--- config.mk ---
export PLATFORM = sky130hd
export DESIGN_NAME = if_stage_flat
export DESIGN_NICKNAME = d
export VERILOG_FILES = /design/src/rtl/if_stage_pkg.sv /design/src/rtl/if_stage_if.sv /design/src/rtl/if_irq_tagger.sv /design/src/rtl/if_stage.sv /design/src/flat_wrapper.sv
export SDC_FILE = /design/constraint.sdc
export NUM_CORES = 1
export LEC_CHECK = 0
export CAP_MARGIN = 20
export CORE_ASPECT_RATIO = 1.5
export CORE_MARGIN = 3
export CORE_UTILIZATION = 30
export DETAILED_ROUTE_END_ITERATION = 6
export PLACE_DENSITY_LB_ADDON = 0.12
export REMOVE_ABC_BUFFERS = 1
export SLEW_MARGIN = 0
export SYNTH_ARGS = -nofsm -noshare
export SYNTH_HDL_FRONTEND = slang
export SYNTH_SLANG_ARGS = --single-unit
--- constraint.sdc ---
create_clock -name clk -period 2.7 [get_ports clk]
set_clock_uncertainty 0.1 [all_clocks]
set_input_delay 0.405 -clock clk [delete_from_list [all_inputs] [get_ports clk]]
set_output_delay 0.405 -clock clk [all_outputs]
set_load 0.1 [all_outputs]
--- src/rtl/if_stage_pkg.sv ---
// if_stage_pkg: shared constants and tag FSM encodings for the IF stage.
package if_stage_pkg;
  localparam int IF_TO_ID_BUS_WIDTH = 65;
  localparam logic [31:0] DEFAULT_RESET_PC = 32'h0000_0000;
  typedef enum logic {IF_TAG_IDLE = 1'b0, IF_TAG_ARMED = 1'b1} if_tag_e;
endpackage

--- src/rtl/if_stage_if.sv ---
// if_stage_if: redirect, handshake and IROM address signals of the IF stage.
interface if_stage_if #(parameter int IROM_AW = 12);
  import if_stage_pkg::*;
  logic br_taken;
  logic [31:0] br_target;
  logic int_assert;
  logic [31:0] int_addr;
  logic irq_pending;
  logic hold_flag_if;
  logic id_allow_in;
  logic if_to_id_valid;
  logic [IF_TO_ID_BUS_WIDTH-1:0] if_to_id_bus;
  logic [IROM_AW-1:0] irom_addr;
  modport master (
    input br_taken, br_target, int_assert, int_addr, irq_pending, hold_flag_if, id_allow_in,
    output if_to_id_valid, if_to_id_bus, irom_addr
  );
  modport slave (
    output br_taken, br_target, int_assert, int_addr, irq_pending, hold_flag_if, id_allow_in,
    input if_to_id_valid, if_to_id_bus, irom_addr
  );
endinterface

--- src/rtl/if_irq_tagger.sv ---
// if_irq_tagger: marks one fetched instruction per pending interrupt so CLINT traps at a precise PC.
// Built only when IF_IRQ_TAG_EN is defined.
`ifdef IF_IRQ_TAG_EN
module if_irq_tagger
  import if_stage_pkg::*;
(
  input  logic clk,
  input  logic rst_n,
  input  logic irq_pending,
  input  logic hold,
  input  logic xfer,
  input  logic br_taken,
  input  logic int_assert,
  output logic int_flag
);
  if_tag_e state_q, state_d;
  always_ff @(posedge clk) begin
    if (!rst_n) state_q <= IF_TAG_IDLE;
    else state_q <= state_d;
  end
  always_comb begin
    state_d = hold ? state_q
            : (int_assert | br_taken) ? IF_TAG_IDLE
            : (state_q == IF_TAG_IDLE && xfer && irq_pending) ? IF_TAG_ARMED
            : state_q;
  end
  always_comb begin
    int_flag = rst_n & (state_q == IF_TAG_IDLE) & irq_pending;
  end
endmodule
`endif

--- src/rtl/if_stage.sv ---
// if_stage: fetch PC, IROM addressing and IF->ID handshake of the RV32I pipeline.
// Define IF_IRQ_TAG_EN to tag fetched instructions with a pending-interrupt flag.
module if_stage
  import if_stage_pkg::*;
#(
  parameter logic [31:0] RESET_PC = DEFAULT_RESET_PC,
  parameter int IROM_AW = 12
) (
  input logic clk,
  input logic rst_n,
  if_stage_if.master bus
);
  logic [31:0] fetch_pc_q, fetch_pc_d, id_pc_q, id_pc_d, addr_pc;
  logic if_valid_q, valid, xfer, int_flag;
  assign valid = rst_n & if_valid_q & ~bus.hold_flag_if & ~bus.br_taken & ~bus.int_assert;
  assign xfer = valid & bus.id_allow_in;
  always_comb begin
    fetch_pc_d = bus.hold_flag_if ? fetch_pc_q
               : bus.int_assert ? bus.int_addr
               : bus.br_taken ? bus.br_target
               : xfer ? fetch_pc_q + 32'd4
               : fetch_pc_q;
    id_pc_d = xfer ? fetch_pc_q : id_pc_q;
    // re-issue the last accepted PC while ID stalls so the IROM output stays put
    addr_pc = bus.id_allow_in ? fetch_pc_q : id_pc_q;
  end
  always_ff @(posedge clk) begin
    if (!rst_n) begin
      fetch_pc_q <= RESET_PC;
      id_pc_q <= RESET_PC;
      if_valid_q <= 1'b0;
    end else begin
      fetch_pc_q <= fetch_pc_d;
      id_pc_q <= id_pc_d;
      if_valid_q <= 1'b1;
    end
  end
`ifdef IF_IRQ_TAG_EN
  if_irq_tagger u_tagger (
    .clk(clk),
    .rst_n(rst_n),
    .irq_pending(bus.irq_pending),
    .hold(bus.hold_flag_if),
    .xfer(xfer),
    .br_taken(bus.br_taken),
    .int_assert(bus.int_assert),
    .int_flag(int_flag)
  );
`else
  logic unused_irq;
  assign unused_irq = bus.irq_pending;
  assign int_flag = 1'b0;
`endif
  assign bus.if_to_id_valid = valid;
  assign bus.if_to_id_bus = {fetch_pc_q + 32'd4, fetch_pc_q, int_flag};
  assign bus.irom_addr = addr_pc[IROM_AW+1:2];
endmodule

--- src/flat_wrapper.sv ---
// flat-port wrapper written by rule: the top's interface ports become plain ports
module if_stage_flat import if_stage_pkg::*;
#(
  parameter logic [31:0] RESET_PC = DEFAULT_RESET_PC,
  parameter int IROM_AW = 12
)
  (clk, rst_n, bus_br_taken, bus_br_target, bus_int_assert, bus_int_addr, bus_irq_pending, bus_hold_flag_if, bus_id_allow_in, bus_if_to_id_valid, bus_if_to_id_bus, bus_irom_addr);
  if_stage_if #(.IROM_AW(IROM_AW)) bus_i ();
  input logic clk;
  input logic rst_n;
  input wire logic [$bits(bus_i.br_taken)-1:0] bus_br_taken;
  input wire logic [$bits(bus_i.br_target)-1:0] bus_br_target;
  input wire logic [$bits(bus_i.int_assert)-1:0] bus_int_assert;
  input wire logic [$bits(bus_i.int_addr)-1:0] bus_int_addr;
  input wire logic [$bits(bus_i.irq_pending)-1:0] bus_irq_pending;
  input wire logic [$bits(bus_i.hold_flag_if)-1:0] bus_hold_flag_if;
  input wire logic [$bits(bus_i.id_allow_in)-1:0] bus_id_allow_in;
  output wire logic [$bits(bus_i.if_to_id_valid)-1:0] bus_if_to_id_valid;
  output wire logic [$bits(bus_i.if_to_id_bus)-1:0] bus_if_to_id_bus;
  output wire logic [$bits(bus_i.irom_addr)-1:0] bus_irom_addr;
  assign bus_i.br_taken = bus_br_taken;
  assign bus_i.br_target = bus_br_target;
  assign bus_i.int_assert = bus_int_assert;
  assign bus_i.int_addr = bus_int_addr;
  assign bus_i.irq_pending = bus_irq_pending;
  assign bus_i.hold_flag_if = bus_hold_flag_if;
  assign bus_i.id_allow_in = bus_id_allow_in;
  assign bus_if_to_id_valid = bus_i.if_to_id_valid;
  assign bus_if_to_id_bus = bus_i.if_to_id_bus;
  assign bus_irom_addr = bus_i.irom_addr;
  if_stage #(.RESET_PC(RESET_PC), .IROM_AW(IROM_AW)) u_core (.clk(clk), .rst_n(rst_n), .bus(bus_i));
endmodule
After elaboration in Yosys (flattened, before gate mapping) --
Index checks and enable logic that the tools add are counted.
Word-level totals: bits in registers 47, input bits 71, output and inout port bits 78
Operators by class: add/subtract/negate cells 1, mux-type cells 5, bitwise gates (word level) 8, reduce and logical (&&, ||, !) cells 2
Operators with widths (count):
- $mux W32 | 3
- $add A32 B3 Y32 const B | 1
- $mux W14 | 1
- $and A1 B1 Y1 | 5
- $not A1 Y1 | 3
- $reduce_bool A3 Y1 | 1
- $reduce_and A2 Y1 | 1
- $mux W1 | 1

Logic depth before layout (Yosys ltp) --
Gate-level depths: netlist of run 1.
depth in word-level cells 8, gate-level depth with buffers 8, gate-level depth less buffers 6

Worst setup path before layout of run 1 --
No wires, ideal clock.
kind register to output, start point reg u_core.fetch_pc_q[13], end point out bus_if_to_id_bus[59], arrival time 3.804 ns, data required time 2.195 ns, path slack -1.609 ns, stages on the path, launching flop included 6, path through dfxtp_1 buf_2 nand2_1 or4_4 nor4b_4 xor2_1
On the way: word-level cells in the longest chain between the ends 1
Ends and longest elaborated chain:
- from (decl) | line if_stage.sv:13 | logic [31:0] fetch_pc_q, fetch_pc_d, id_pc_q, id_pc_d, addr_pc;
- from (signal assigned) | line if_stage.sv:33 | fetch_pc_q <= fetch_pc_d;
- $add A32 B3 Y32 | line if_stage.sv:55 | assign bus.if_to_id_bus = {fetch_pc_q + 32'd4, fetch_pc_q, int_flag};
- to (decl) | line flat_wrapper.sv:19 | output wire logic [$bits(bus_i.if_to_id_bus)-1:0] bus_if_to_id_bus;
Every way passes these cells.

Final worst setup path of run 1 --
start point reg u_core.fetch_pc_q[15], end point out bus_if_to_id_bus[59]
Same word-level chain as after synthesis.

==> results of run 1 <==
[layout by cell type (no fill, tap or decap), types with 3 or more instances in the layout]
master	Yosys	layout
xnor2_1	19	13
inv_1	7	7
o31a_1	6	6
nor4_1	6	5
buf_12	0	40
clkdlybuf4s50_1	0	69
mux2i_1	9	9
nor3_2	3	3
a2bb2oi_1	3	3
a221o_1	3	3
a21oi_1	37	36
xor2_1	9	9
buf_4	3	100
a222oi_1	3	3
o21ai_0	35	35
dfxtp_2	0	8
xnor2_2	0	5
o22ai_1	10	10
nand4_1	6	6
nand2_1	51	49
clkbuf_16	0	6
mux2_2	12	12
a22oi_1	6	6
and3_1	5	5
dfxtp_1	45	36
o211ai_1	7	7
o32ai_1	3	3
a22o_1	5	5
nand3_1	12	11
nor2_1	33	32
[registers in the layout, indices dropped and copies added (netlist names)]
name / flops
u_core.fetch_pc_q: 32
u_core.if_valid_q: 1
u_core.id_pc_q: 12
[power groups by stage]
stage	logic (mW)	clock network [mW]	registers (mW)
floorplan	0.483	0	1.03
global placement	1.24	0	0.749
detailed placement	1.24	0	0.752
CTS	1.26	0.631	0.738
global route	1.31	0.656	0.748
finish	1.26	0.623	0.743
[metrics by stage]
| step | utilization (%) | power, mW |
|---|---|---|
| after floorplan | - | 1.51 |
| after global placement | 52.4 | 1.98 |
| after detailed placement | 52.4 | 1.99 |
| after CTS | 55.3 | 2.63 |
| after global routing | 56.3 | 2.71 |
| final | 56.3 | 2.62 |
[how the worst max path moves through the flow]
stage,from,to,slack [ns],depth (start not counted)
2_1_floorplan,u_core.fetch_pc_q[13]$_SDFFE_PN0P_,bus_if_to_id_bus[59],-1.65,4
3_3_place_gp,u_core.fetch_pc_q[2]$_SDFFE_PN0P_,bus_if_to_id_bus[53],0.14,8
3_5_place_dp,u_core.fetch_pc_q[2]$_SDFFE_PN0P_,bus_if_to_id_bus[53],0.08,8
4_1_cts,u_core.fetch_pc_q[20]$_SDFFE_PN0P_,bus_if_to_id_bus[59],0.009,5
5_1_grt,u_core.fetch_pc_q[15]$_SDFFE_PN0P_,bus_if_to_id_bus[59],-0.09,5
6_report,u_core.fetch_pc_q[15]$_SDFFE_PN0P_,bus_if_to_id_bus[59],-0.008,5
[cells by family after synthesis]
group,count (synthesis),synth area share (%)
adders and majority gates,1,0.388
other,1,0.116
muxes,21,6.99
AOI/OAI and AO/OA,138,28.1
and+or+nand+nor,137,22.8
xor gates and xnor gates,28,7.61
DFF,45,28.0
buffers and inverters,46,6.06
[timing repair]
| action | 4_1_cts | 5_1_grt |
|---|---|---|
| gates cloned | 0 | 0 |
| pin swaps | 8 | 9 |
| gates resized for setup | 18 | 14 |
| setup buffers | 9 | 6 |
| endpoints found under the setup margin | 14 | 14 |
[metal layers]
layer	track usage (%)	routed length (um)	vias to the layer above
li1	-	-	1887
met1	24.8	5180	1869
met2	41.1	7170	118
met3	3.36	629	19
met4	5.79	229	0
met5	0	0	-
[critical path, cell delays in order, from the launching register on]
cell and delay [ns]:
dfxtp_2 0.36, nand4_4 0.13, or4_4 0.58, nor4b_4 0.34
xor2_1 0.25, clkbuf_16 0.24
[final cells by class]
type / count / area, um^2 / area share, %
inverter: 7 / 26.3 / 0.453
sequential: 45 / 915 / 15.8
multi-input combinational: 326 / 2250 / 38.8
timing repair buffer: 212 / 2290 / 39.5
tap: 141 / 176 / 3.04
clock buffer: 7 / 143 / 2.46
==> flow_summary.json, run 1 <==
{
  "powerDensity_nw_per_um2": 452,
  "core_um2": 10300,
  "wl_per_cell_um": 17.9,
  "setup_violations": 1,
  "max_cap_violations": 0,
  "max_freq_ghz": 0.369,
  "clock_sinks": 45,
  "nets": 669,
  "cp-start-kind": "flop",
  "netlist_area_um2": 3220,
  "die_w_um": 90.6,
  "netlist_instances": 417,
  "vias_per_cell": 5.28,
  "routed_wl_um": 13200,
  "ios": 149,
  "setup_slack_ns": -0.00849,
  "ant_nets": 0,
  "grt_usage_pct": 21.7,
  "fillerInstances": 969,
  "reg2reg_setup_slack_ns": 0.52,
  "area_growth_pct": 80.0,
  "r2r-start": "u_core.fetch_pc_q[6]$_SDFFE_PN0P_",
  "cp-end-kind": "output port",
  "clock_tree.root_cell": "clkbuf_16",
  "ys_ff_latch": 45,
  "clk_pin_slew_ns": 0.06,
  "pwr-share-comb_pct": 47.9,
  "maxSlewViolCount": 0,
  "antenna_found_initial": 0,
  "dpl_cell_area_um2": 5400,
  "min-delay-start": "u_core.id_pc_q[10]$_SDFFE_PN0P_",
  "synth.cells.most_frequent": "nand2_1 (51), dfxtp_1 (45), a21oi_1 (37)",
  "seq_power_share_pct": 28.3,
  "fin_crit_sh_pct": 100,
  "ctsHoldBuffers": 0,
  "yosysSeqAreaShare_pct": 28.0,
  "dieArea_um2": 12000,
  "dp_hpwl_um": 9770,
  "numCtsBuffers": 5,
  "clk_latency_ns": 0.29,
  "grt_setup_unrepaired": "yes",
  "min_to": "u_core.id_pc_q[10]$_SDFFE_PN0P_",
  "finalNonFillerCells": 738,
  "finalHoldViolCount": 0,
  "min-delay-path-class": "reg2reg",
  "cp.required_ns": 2.19,
  "design_area_um2": 5800,
  "reg2regPathDepth": 7,
  "grt_pass1_wl_um": 21200,
  "n_antenna_cell": 0,
  "grt_max_degree": 36,
  "gp_congestion": 0.864,
  "holdWs_ns": 0.379,
  "power_leakage_nw": 2.44,
  "cts.path.max_buffers": 2,
  "path_class": "reg2out",
  "yosysTopAreaCellShare_pct": 28.0,
  "grt_pass1_vias": 3969,
  "async_flop_share_pct": 0,
  "tns_ns": -0.00849,
  "htree_levels": 2,
  "synth_cell_types": 58,
  "drive_gt1_share_pct": 33.7,
  "synth.most_common_cell": "nand2_1",
  "synth_flop_cell": "dfxtp_1",
  "synth-edff-count": 0,
  "fin_crit_ns": 2.71,
  "internal-power_mw": 1.49,
  "p_clk_share_pct": 23.8,
  "min_path_cells": 2,
  "arrival_ns": 2.20,
  "violations": "setup timing",
  "cts_tree": "built",
  "dpl_worst_slack_ns": 0.0819,
  "rows": 45,
  "yosysWarnings": 0,
  "firstDrtPassIters": 5,
  "synth_area_per_cell_um2": 7.73,
  "die_h_um": 133,
  "drc": 0,
  "first_iter_violations": 121,
  "vias": 3893,
  "path_max_fanout": 4,
  "status": "complete, but fails checks",
  "dp_cells": 716,
  "synth_area_leaders": "dfxtp_1 (28%), nand2_1 (5.9%), a21oi_1 (5.7%)",
  "initial_utilization_pct": 31.3,
  "ir_drop_v": 0.000219,
  "r2r-end": "u_core.fetch_pc_q[20]$_SDFFE_PN0P_",
  "grt-ovfl-total": 0,
  "sw_frac_of_total_pct": 43.1,
  "yosys.area.top_type": "dfxtp_1",
  "io_buffers": 146,
  "switchingPower_mw": 1.13
}
No activity file was read; power rests on OpenSTA's default activity.
==> run 2, diff against run 1 <==
==> constraint.sdc (replaced) <==
create_clock -name clk -period 2.38 [get_ports clk]
set_clock_uncertainty 0.1 [all_clocks]
set_input_delay 0.357 -clock clk [delete_from_list [all_inputs] [get_ports clk]]
set_output_delay 0.357 -clock clk [all_outputs]
set_load 0.1 [all_outputs]
==> flow_summary.json, run 2 (synthesis gave the netlist of run 1 again) <==
{
  "max_freq_ghz": 0.393,
  "finalPower_mw": 3.03,
  "sw_frac_of_total_pct": 43.5,
  "path_max_fanout": 3,
  "clock_sinks": 45,
  "largestRegisters": "u_core.fetch_pc_q x32, u_core.id_pc_q x12, u_core.if_valid_q x1",
  "setup_slack_ns": -0.161,
  "first_iter_violations": 175,
  "initial_utilization_pct": 31.3,
  "drc": 0,
  "htree_levels": 2,
  "powerDensity_nw_per_um2": 466,
  "setup_violations": 11,
  "nets": 705,
  "grt_usage_pct": 22.4,
  "grt_max_degree": 22,
  "p_clk_share_pct": 22.7,
  "max_cap_violations": 0,
  "layout_commonest_cell": "buf_4",
  "internal-power_mw": 1.71,
  "cp-start-kind": "flop",
  "area_growth_pct": 101,
  "finalHoldViolCount": 0,
  "holdWs_ns": 0.375,
  "min-delay-path-class": "reg2reg",
  "clk_pin_slew_ns": 0.06,
  "wl_per_cell_um": 17.9,
  "die_h_um": 133,
  "switchingPower_mw": 1.32,
  "fin_crit_ns": 2.54,
  "ant_nets": 0,
  "clk_latency_ns": 0.28,
  "gp_congestion": 0.863,
  "io_buffers": 146,
  "dieArea_um2": 12000,
  "arrival_ns": 2.08,
  "grt_pass1_vias": 4231,
  "status": "complete, but fails checks",
  "vias": 4059,
  "core_um2": 10300,
  "clock_tree.root_cell": "clkbuf_16",
  "min_path_cells": 2,
  "cp-end-kind": "output port",
  "vias_per_cell": 5.24,
  "seq_power_share_pct": 28.0,
  "drive_gt1_share_pct": 43.2,
  "ir_drop_v": 0.000272,
  "rows": 45,
  "cp_cell_sequence": "nand3_4 > or4_4 > nor4b_4 > xor2_2 > buf_12",
  "fin_crit_sh_pct": 107,
  "ios": 149,
  "ctsHoldBuffers": 0,
  "worst_path_max_delay_cell": "or4_4",
  "top_register": "u_core.fetch_pc_q",
  "cts_tree": "built",
  "most-common-layout-cells": "buf_4 (121), clkdlybuf4s50_1 (69), nand2_1 (46), buf_12 (43), a21oi_1 (36)",
  "die_w_um": 90.6,
  "routed_wl_um": 13900,
  "dp_hpwl_um": 10200,
  "firstDrtPassIters": 4,
  "maxSlewViolCount": 0,
  "critical_path.max_stage_delay_ns": 0.59,
  "power_leakage_nw": 2.84,
  "grt-ovfl-total": 0,
  "cts.path.max_buffers": 2,
  "reg2regPathDepth": 9,
  "pwr-share-comb_pct": 49.3,
  "grt_setup_unrepaired": "yes",
  "largest_register_ffs": 32,
  "n_antenna_cell": 0,
  "numCtsBuffers": 5,
  "cp.required_ns": 1.92,
  "path_class": "reg2out",
  "violations": "setup timing",
  "grt_pass1_wl_um": 21900,
  "antenna_found_initial": 0
}
run 2: cell types whose count changed in the layout (fill, tap and decap cells not counted), sizes merged:
cell	change
buf	+35
clkinv	+2
run 2: final timing paths:
| check | startpoint | end | slack [ns] |
|---|---|---|---|
| setup / recovery | u_core.fetch_pc_q[12]$_SDFFE_PN0P_ | bus_if_to_id_bus[59] | -0.16 |
| hold / removal | u_core.id_pc_q[13]$_SDFFE_PN0P_ | u_core.id_pc_q[13]$_SDFFE_PN0P_ | 0.38 |
| setup reg to reg | u_core.fetch_pc_q[9]$_SDFFE_PN0P_ | u_core.fetch_pc_q[17]$_SDFFE_PN0P_ | 0.17 |
| hold reg to reg | u_core.id_pc_q[13]$_SDFFE_PN0P_ | u_core.id_pc_q[13]$_SDFFE_PN0P_ | 0.38 |
run 2: area by class of cell:
cell class	count	area, um^2
clock buffer	6	129
clock inverter	2	10.0
fill	896	3810
inverter	7	26.3
multi-input combinational	326	2560
sequential	45	933
tap	141	176
timing repair buffer	248	2660
run 2: power by group through the flow:
stage | Combinational [mW] | Clock, mW | Sequential [mW]
after detailed placement | 1.44 | 0 | 0.848
final | 1.49 | 0.688 | 0.847
after global placement | 1.44 | 0 | 0.846
after global routing | 1.55 | 0.725 | 0.852
after floorplan | 0.548 | 0 | 1.16
after CTS | 1.48 | 0.709 | 0.843
run 2: critical path: cells and delay by family, from the launching register on:
| family | cells | cell delay, ns |
|---|---|---|
| buffers and inverters | 1 | 0.20 |
| flip-flops | 1 | 0.35 |
| AND/OR/NAND/NOR | 3 | 1.04 |
| XOR/XNOR | 1 | 0.21 |
run 2: stage by stage:
stage	setup WS [ns]	cells	util (%)	instance area, um^2	setup TNS, ns
after floorplan	-1.93	378	-	3050	-56.20
after global placement	0.000304	737	54.4	5610	0
after detailed placement	-0.0181	737	54.4	5610	-0.0181
after CTS	-0.183	764	60.6	6240	-1.07
after global routing	-0.231	775	63.0	6490	-1.99
final	-0.161	775	63.0	6490	-0.787
run 2: timing repair:
item | CTS | global route
resized for setup | 73 | 30
setup buffers | 19 | 11
pin swaps | 22 | 24
endpoints found under the setup margin | 21 | 21
run 2: metal layers:
layer	share of wire [%]	up-vias	GRT usage (%)	wire length, um
met1	37	1936	23.9	5150
met2	56	141	43.5	7710
met5	0	-	0	0
met3	5.1	20	3.70	707
li1	-	1962	-	-
met4	2.1	0	7.58	297
==> RTL change 1: new RTL, flow settings as in run 2 <==
`IROM_AW` is set to 12 in 3 places; all go to 10.
--- a/src/rtl/if_stage_if.sv
+++ b/src/rtl/if_stage_if.sv
@@ -1,5 +1,5 @@
 // if_stage_if: redirect, handshake and IROM address signals of the IF stage.
-interface if_stage_if #(parameter int IROM_AW = 12);
+interface if_stage_if #(parameter int IROM_AW = 10);
   import if_stage_pkg::*;
   logic br_taken;
   logic [31:0] br_target;
--- a/src/rtl/if_stage.sv
+++ b/src/rtl/if_stage.sv
@@ -4,7 +4,7 @@
   import if_stage_pkg::*;
 #(
   parameter logic [31:0] RESET_PC = DEFAULT_RESET_PC,
-  parameter int IROM_AW = 12
+  parameter int IROM_AW = 10
 ) (
   input logic clk,
   input logic rst_n,
--- a/src/flat_wrapper.sv
+++ b/src/flat_wrapper.sv
@@ -2,7 +2,7 @@
 module if_stage_flat import if_stage_pkg::*;
 #(
   parameter logic [31:0] RESET_PC = DEFAULT_RESET_PC,
-  parameter int IROM_AW = 12
+  parameter int IROM_AW = 10
 )
   (clk, rst_n, bus_br_taken, bus_br_target, bus_int_assert, bus_int_addr, bus_irq_pending, bus_hold_flag_if, bus_id_allow_in, bus_if_to_id_valid, bus_if_to_id_bus, bus_irom_addr);
   if_stage_if #(.IROM_AW(IROM_AW)) bus_i ();
Ports: changed (resized bus_irom_addr); port bits go from 149 to 147. The function was not compared with the original's and may differ.
==> RTL change 1 against run 2 <==
- the run still ends with negative setup slack left
- sequential share of layout area hardly changed
- area after synthesis is 3.3% lower
- highest routed layer unchanged
- die area is 3.1% lower
- first-iteration DRC count is 24% higher
- worst setup slack better by 0.13 ns
- total power is 0.45% higher
- non-clock buffer count is 7 lower
- sequential cell count is 2 lower
- largest cell class unchanged
- routed wire length is 2.5% higher
- cell area is 3.7% lower
==> RTL change 1: results (changes against run 2) <==
Global route
  – Met1 Usage GRT: 27.5% (was 23.9%)
  – First-pass GRT wire length: 21.3 mm (was 21.9 mm)
  – Largest net degree at the start of global routing: 21 (was 22)
  – GR Util met3: 3.14% (was 3.70%)
  – Vias in the first global route: 3983 (was 4231)
  – Initial antenna violation count: 0 (unchanged)
  – Gr usage total: 24.1% (was 22.4%)
  – Met2 usage: 45.7% (was 43.5%)

Finish
  – Regs by FF count: u_core.fetch_pc_q x32, u_core.id_pc_q x10, u_core.if_valid_q x1 (was u_core.fetch_pc_q x32, u_core.id_pc_q x12, u_core.if_valid_q x1)
  – Nets@finish: 687 (was 705)
  – Fill count: 902 (was 896)
  – Share of cells above drive strength 1: 42.9% (was 43.2%)
  – # diodes: 0 (unchanged)

CTS
  – H-Tree Level Count: 2 (unchanged)
  – Worst skew pair latency: 0.29 ns
  – Root Driver: clkbuf_16 (unchanged)
  – Clock buffer count from CTS: 5 (unchanged)
  – CTS clk-pin slew, worst paths: 0.06 ns (about the same)
  – Maximum root-to-sink buffer count: 2 (unchanged)

Logic synthesis
  – Async SR Flop Fraction: 0% (unchanged)
  – Seq/Total Area, Yosys: 27.6% (was 28.0%)
  – Top post-synthesis cells by area: dfxtp_1 (28%), nand2_1 (5.9%), a21oi_1 (4.8%) (was dfxtp_1 (28%), nand2_1 (5.9%), a21oi_1 (5.7%))
  – Yosys cell types: 59 (was 58)
  – Ys Warns: 0 (unchanged)
  – Synth cell count leaders: nand2_1 (49), dfxtp_1 (43), a21oi_1 (30) (was nand2_1 (51), dfxtp_1 (45), a21oi_1 (37))

STA
  – Setup WS post-layout: -0.0320 ns (was -0.161 ns)
  – Setup-failing EPs final: 2 (was 11)

Detailed routing
  – Vias per inst: 5.43 (was 5.24)
  – DR iter-0 viols: 217 (was 175)
  – DR pass1 iterations: 5 (was 4)
  – WL final: 14.2 mm (was 13.9 mm)

Setup path
  – CP Max Fanout: 3 (unchanged)
  – Top delay family on crit path: simple AND/OR/NAND/NOR gates (unchanged)
  – WP data arrival: 1.95 ns (was 2.08 ns)
  – Slowest stage delay, CP: 0.36 ns (was 0.59 ns)
  – Max stage delay cell, worst path: dfxtp_4 (was or4_4)

Run status
  – Failing checks: negative setup slack (unchanged)
  – Status: complete, but fails checks (unchanged)

Worst hold path
  – Worst Hold Class: flip-flop to flip-flop (unchanged)

Placement
  – DP HPWL: 11.0 mm (was 10.2 mm)
  – I/O Buffers: 144 (was 146)
  – Pre-CTS setup slack: -0.0260 ns (was -0.0181 ns)
  – Gpl congestion: 0.904 (was 0.863)

Power
  – Peak VDD IR: 0.425 mV (was 0.272 mV)
  – Psw: 0.00128 W (was 0.00132 W)
  – Leakage: 2.63 nW (was 2.84 nW)
==> RTL change 1: logic make-up (layout without fill, tap and decap cells) <==
| kind of cell | Yosys count | count (layout) | synth area share [%] |
|---|---|---|---|
| buffers and inverters | 46 | 255 | 6.54 |
| xor gates and xnor gates | 28 | 28 | 7.87 |
| other | 1 | 1 | 0.120 |
| muxes | 15 | 15 | 5.26 |
| and+or+nand+nor | 146 | 146 | 25.1 |
| adders and majority gates | 1 | 1 | 0.401 |
| AOI/OAI and AO/OA | 126 | 126 | 27.1 |
| DFF | 43 | 43 | 27.6 |
==> RTL change 1: worst min-delay path: stages (launching register included) <==
cell	delay [ns]
dfxtp_1	0.31
nand2_1	0.05
a21oi_1	0.05
==> RTL change 1: stage by stage <==
stage | std cells | area (um2) | power [W] | hold WS (ns) | setup TNS (ns)
finish | 732 | 6250 | 0.00304 | 0.356 | -0.0410
global route | 732 | 6250 | 0.00314 | 0.376 | -0.814
CTS | 728 | 6040 | 0.00305 | 0.358 | -0.216
detailed placement | 702 | 5430 | 0.00221 | 0.349 | -0.0644
global placement | 702 | 5430 | 0.00221 | 0.341 | -0.0474
floorplan | 367 | 2940 | 0.00164 | 0.285 | -62.41
==> RTL change 1: routing by layer <==
layer | vias to the layer above | wire, um
met1 | 1910 | 5210
met5 | - | 0
met4 | 0 | 331
met2 | 130 | 8050
li1 | 1916 | -
met3 | 20 | 634
==> RTL change 1: area by class of cell <==
class,instances,area (um2),area share (%)
well taps,117,146,2.34
inverters,7,26.3,0.420
clock inverters,1,30.0,0.480
repair buffers,241,2560,40.9
flip-flops and latches,43,898,14.4
clock buffers,6,129,2.06
multi-input cells,317,2470,39.4
==> RTL change 1: power groups by stage <==
stage                     clock [W]  sequential (W)  combinational, W
after CTS                  0.000809        0.000805           0.00144
after global routing       0.000827        0.000815           0.00150
final                      0.000785        0.000810           0.00145
after global placement            0        0.000815           0.00139
after detailed placement          0        0.000816           0.00140
after floorplan                   0         0.00113          0.000517
==> RTL change 1: path summary, 6_finish.rpt <==
check                        startpoint                     to  slack [ns]  cells after the start
hold / removal        u_core.id_pc_q[8]      u_core.id_pc_q[8]        0.36                      2
setup reg to reg   u_core.fetch_pc_q[3]  u_core.fetch_pc_q[12]        0.41                     10
setup / recovery  u_core.fetch_pc_q[12]   bus_if_to_id_bus[57]       -0.03                      7
hold reg to reg       u_core.id_pc_q[8]      u_core.id_pc_q[8]        0.36                      2
==> RTL change 1: timing repair <==
item	4_1_cts	5_1_grt
setup buffers	19	4
hold buffers	0	0
gates resized for setup	70	32
setup endpoints to repair	24	24
pin swaps	33	15
==> RTL change 2: new RTL, settings of run 2 <==
Made on the original files. Build with the macro `IF_IRQ_TAG_EN` defined.
--- a/src/rtl/if_irq_tagger.sv
+++ b/src/rtl/if_irq_tagger.sv
@@ -1,5 +1,7 @@
 // if_irq_tagger: marks one fetched instruction per pending interrupt so CLINT traps at a precise PC.
 // Built only when IF_IRQ_TAG_EN is defined.
+`define IF_IRQ_TAG_EN
+
 `ifdef IF_IRQ_TAG_EN
 module if_irq_tagger
   import if_stage_pkg::*;
Behaviour: not the same (Yosys sat finds a counterexample within 4 cycles, from zero or initial values and one cycle with rst_n low).
==> RTL change 2 against run 2 <==
- the flow still finishes with violations (negative setup slack)
- fmax shrank 11%
- area after synthesis is 2.3% lower
- routed wire length grew 3.7%
- first-iteration DRC count up 1.1%
- clock power up 4.2%
- total power up 0.50%
- worst setup slack got worse by 0.30 ns
- critical path depth grew 1
- sequential cell count grew 1
- cell area up 1.1%
==> RTL change 2: results (changes against run 2) <==
CTS
  – Cts repair resizes: 83 (was 73)

Detailed routing
  – DRT met1 WL: 5.01 mm (was 5.15 mm)
  – Vias: 4212 (was 4059)
  – WL final: 14.4 mm (was 13.9 mm)
  – Met3 wire len: 924 um (was 707 um)
  – DR pass1 iterations: 5 (was 4)

Global route
  – GR Util met3: 4.52% (was 3.70%)
  – Met1 Usage GRT: 25.1% (was 23.9%)
  – Largest net degree at the start of global routing: 28 (was 22)
  – Met2 usage: 43.3% (was 43.5%)
  – Gr usage total: 23.8% (was 22.4%)

Placement
  – DP HPWL: 10.4 mm (was 10.2 mm)
  – I/O Buffers: 148 (was 146)

Logic synthesis
  – Seq/Total Area, Yosys: 29.2% (was 28.0%)
  – Synth Area in Adders: 0.397% (was 0.388%)
  – Compound-Gate Fraction of Synth Area: 27.6% (was 28.1%)
  – Mux contribution to synthesized area: 5.56% (was 6.99%)
  – Yosys cell types: 51 (was 58)

STA
  – Setup-failing EPs final: 14 (was 11)
  – Setup WS post-layout: -0.462 ns (was -0.161 ns)

Setup path
  – R2r worst-path depth: 8 (was 9)
  – CP Max Fanout: 2 (was 3)

Power
  – P_clk: 0.000717 W (was 0.000688 W)
  – Internal: 0.00176 W (was 0.00171 W)
  – Part of the power in combinational logic: 48.5% (was 49.3%)
  – Leakage: 2.81 nW (was 2.84 nW)

Run status
  – Status: complete, but fails checks (unchanged)
  – Failing checks: negative setup slack (unchanged)

Finish
  – Nets@finish: 715 (was 705)
  – Fill count: 848 (was 896)
[RTL change 2: cell count changes after synthesis, sizes merged, moves of 4 or more]
| cell | before | now |
|---|---|---|
| or3 | 1 | 5 |
| o21ai | 36 | 20 |
| or4 | 1 | 5 |
| and3 | 5 | 10 |
| nand2 | 51 | 57 |
| a31oi | 2 | 7 |
| buf | 16 | 11 |
| a21oi | 38 | 42 |
| mux2i | 9 | 4 |
| clkbuf | 23 | 33 |
| o22ai | 11 | 7 |
[RTL change 2: per-stage QoR]
stage / std cells / setup slack, ns / power, W / cell area [um2]
2_1_floorplan: 380 / -2.68 / 0.00169 / 2970
3_3_place_gp: 745 / -0.303 / 0.00226 / 5580
3_5_place_dp: 745 / -0.340 / 0.00227 / 5580
4_1_cts: 772 / -0.419 / 0.00302 / 6270
5_1_grt: 785 / -0.496 / 0.00314 / 6560
6_report: 785 / -0.462 / 0.00304 / 6560
[RTL change 2: worst paths after layout]
path	from	end	slack [ns]
max reg2reg	u_core.fetch_pc_q[17]	u_core.fetch_pc_q[29]	-0.28
min	u_core.id_pc_q[9]	u_core.id_pc_q[9]	0.36
min reg2reg	u_core.id_pc_q[9]	u_core.id_pc_q[9]	0.36
max	u_core.fetch_pc_q[17]	bus_if_to_id_bus[64]	-0.46
[RTL change 2: layout make-up]
| class | instances | area [um2] | share of cell area [%] |
|---|---|---|---|
| clock buffer | 7 | 143 | 2.17 |
| clock inverter | 1 | 5.00 | 0.0762 |
| inverter | 6 | 22.5 | 0.343 |
| multi-input combinational | 328 | 2560 | 39.1 |
| sequential | 46 | 943 | 14.4 |
| tap | 141 | 176 | 2.69 |
| timing repair buffer | 256 | 2710 | 41.3 |
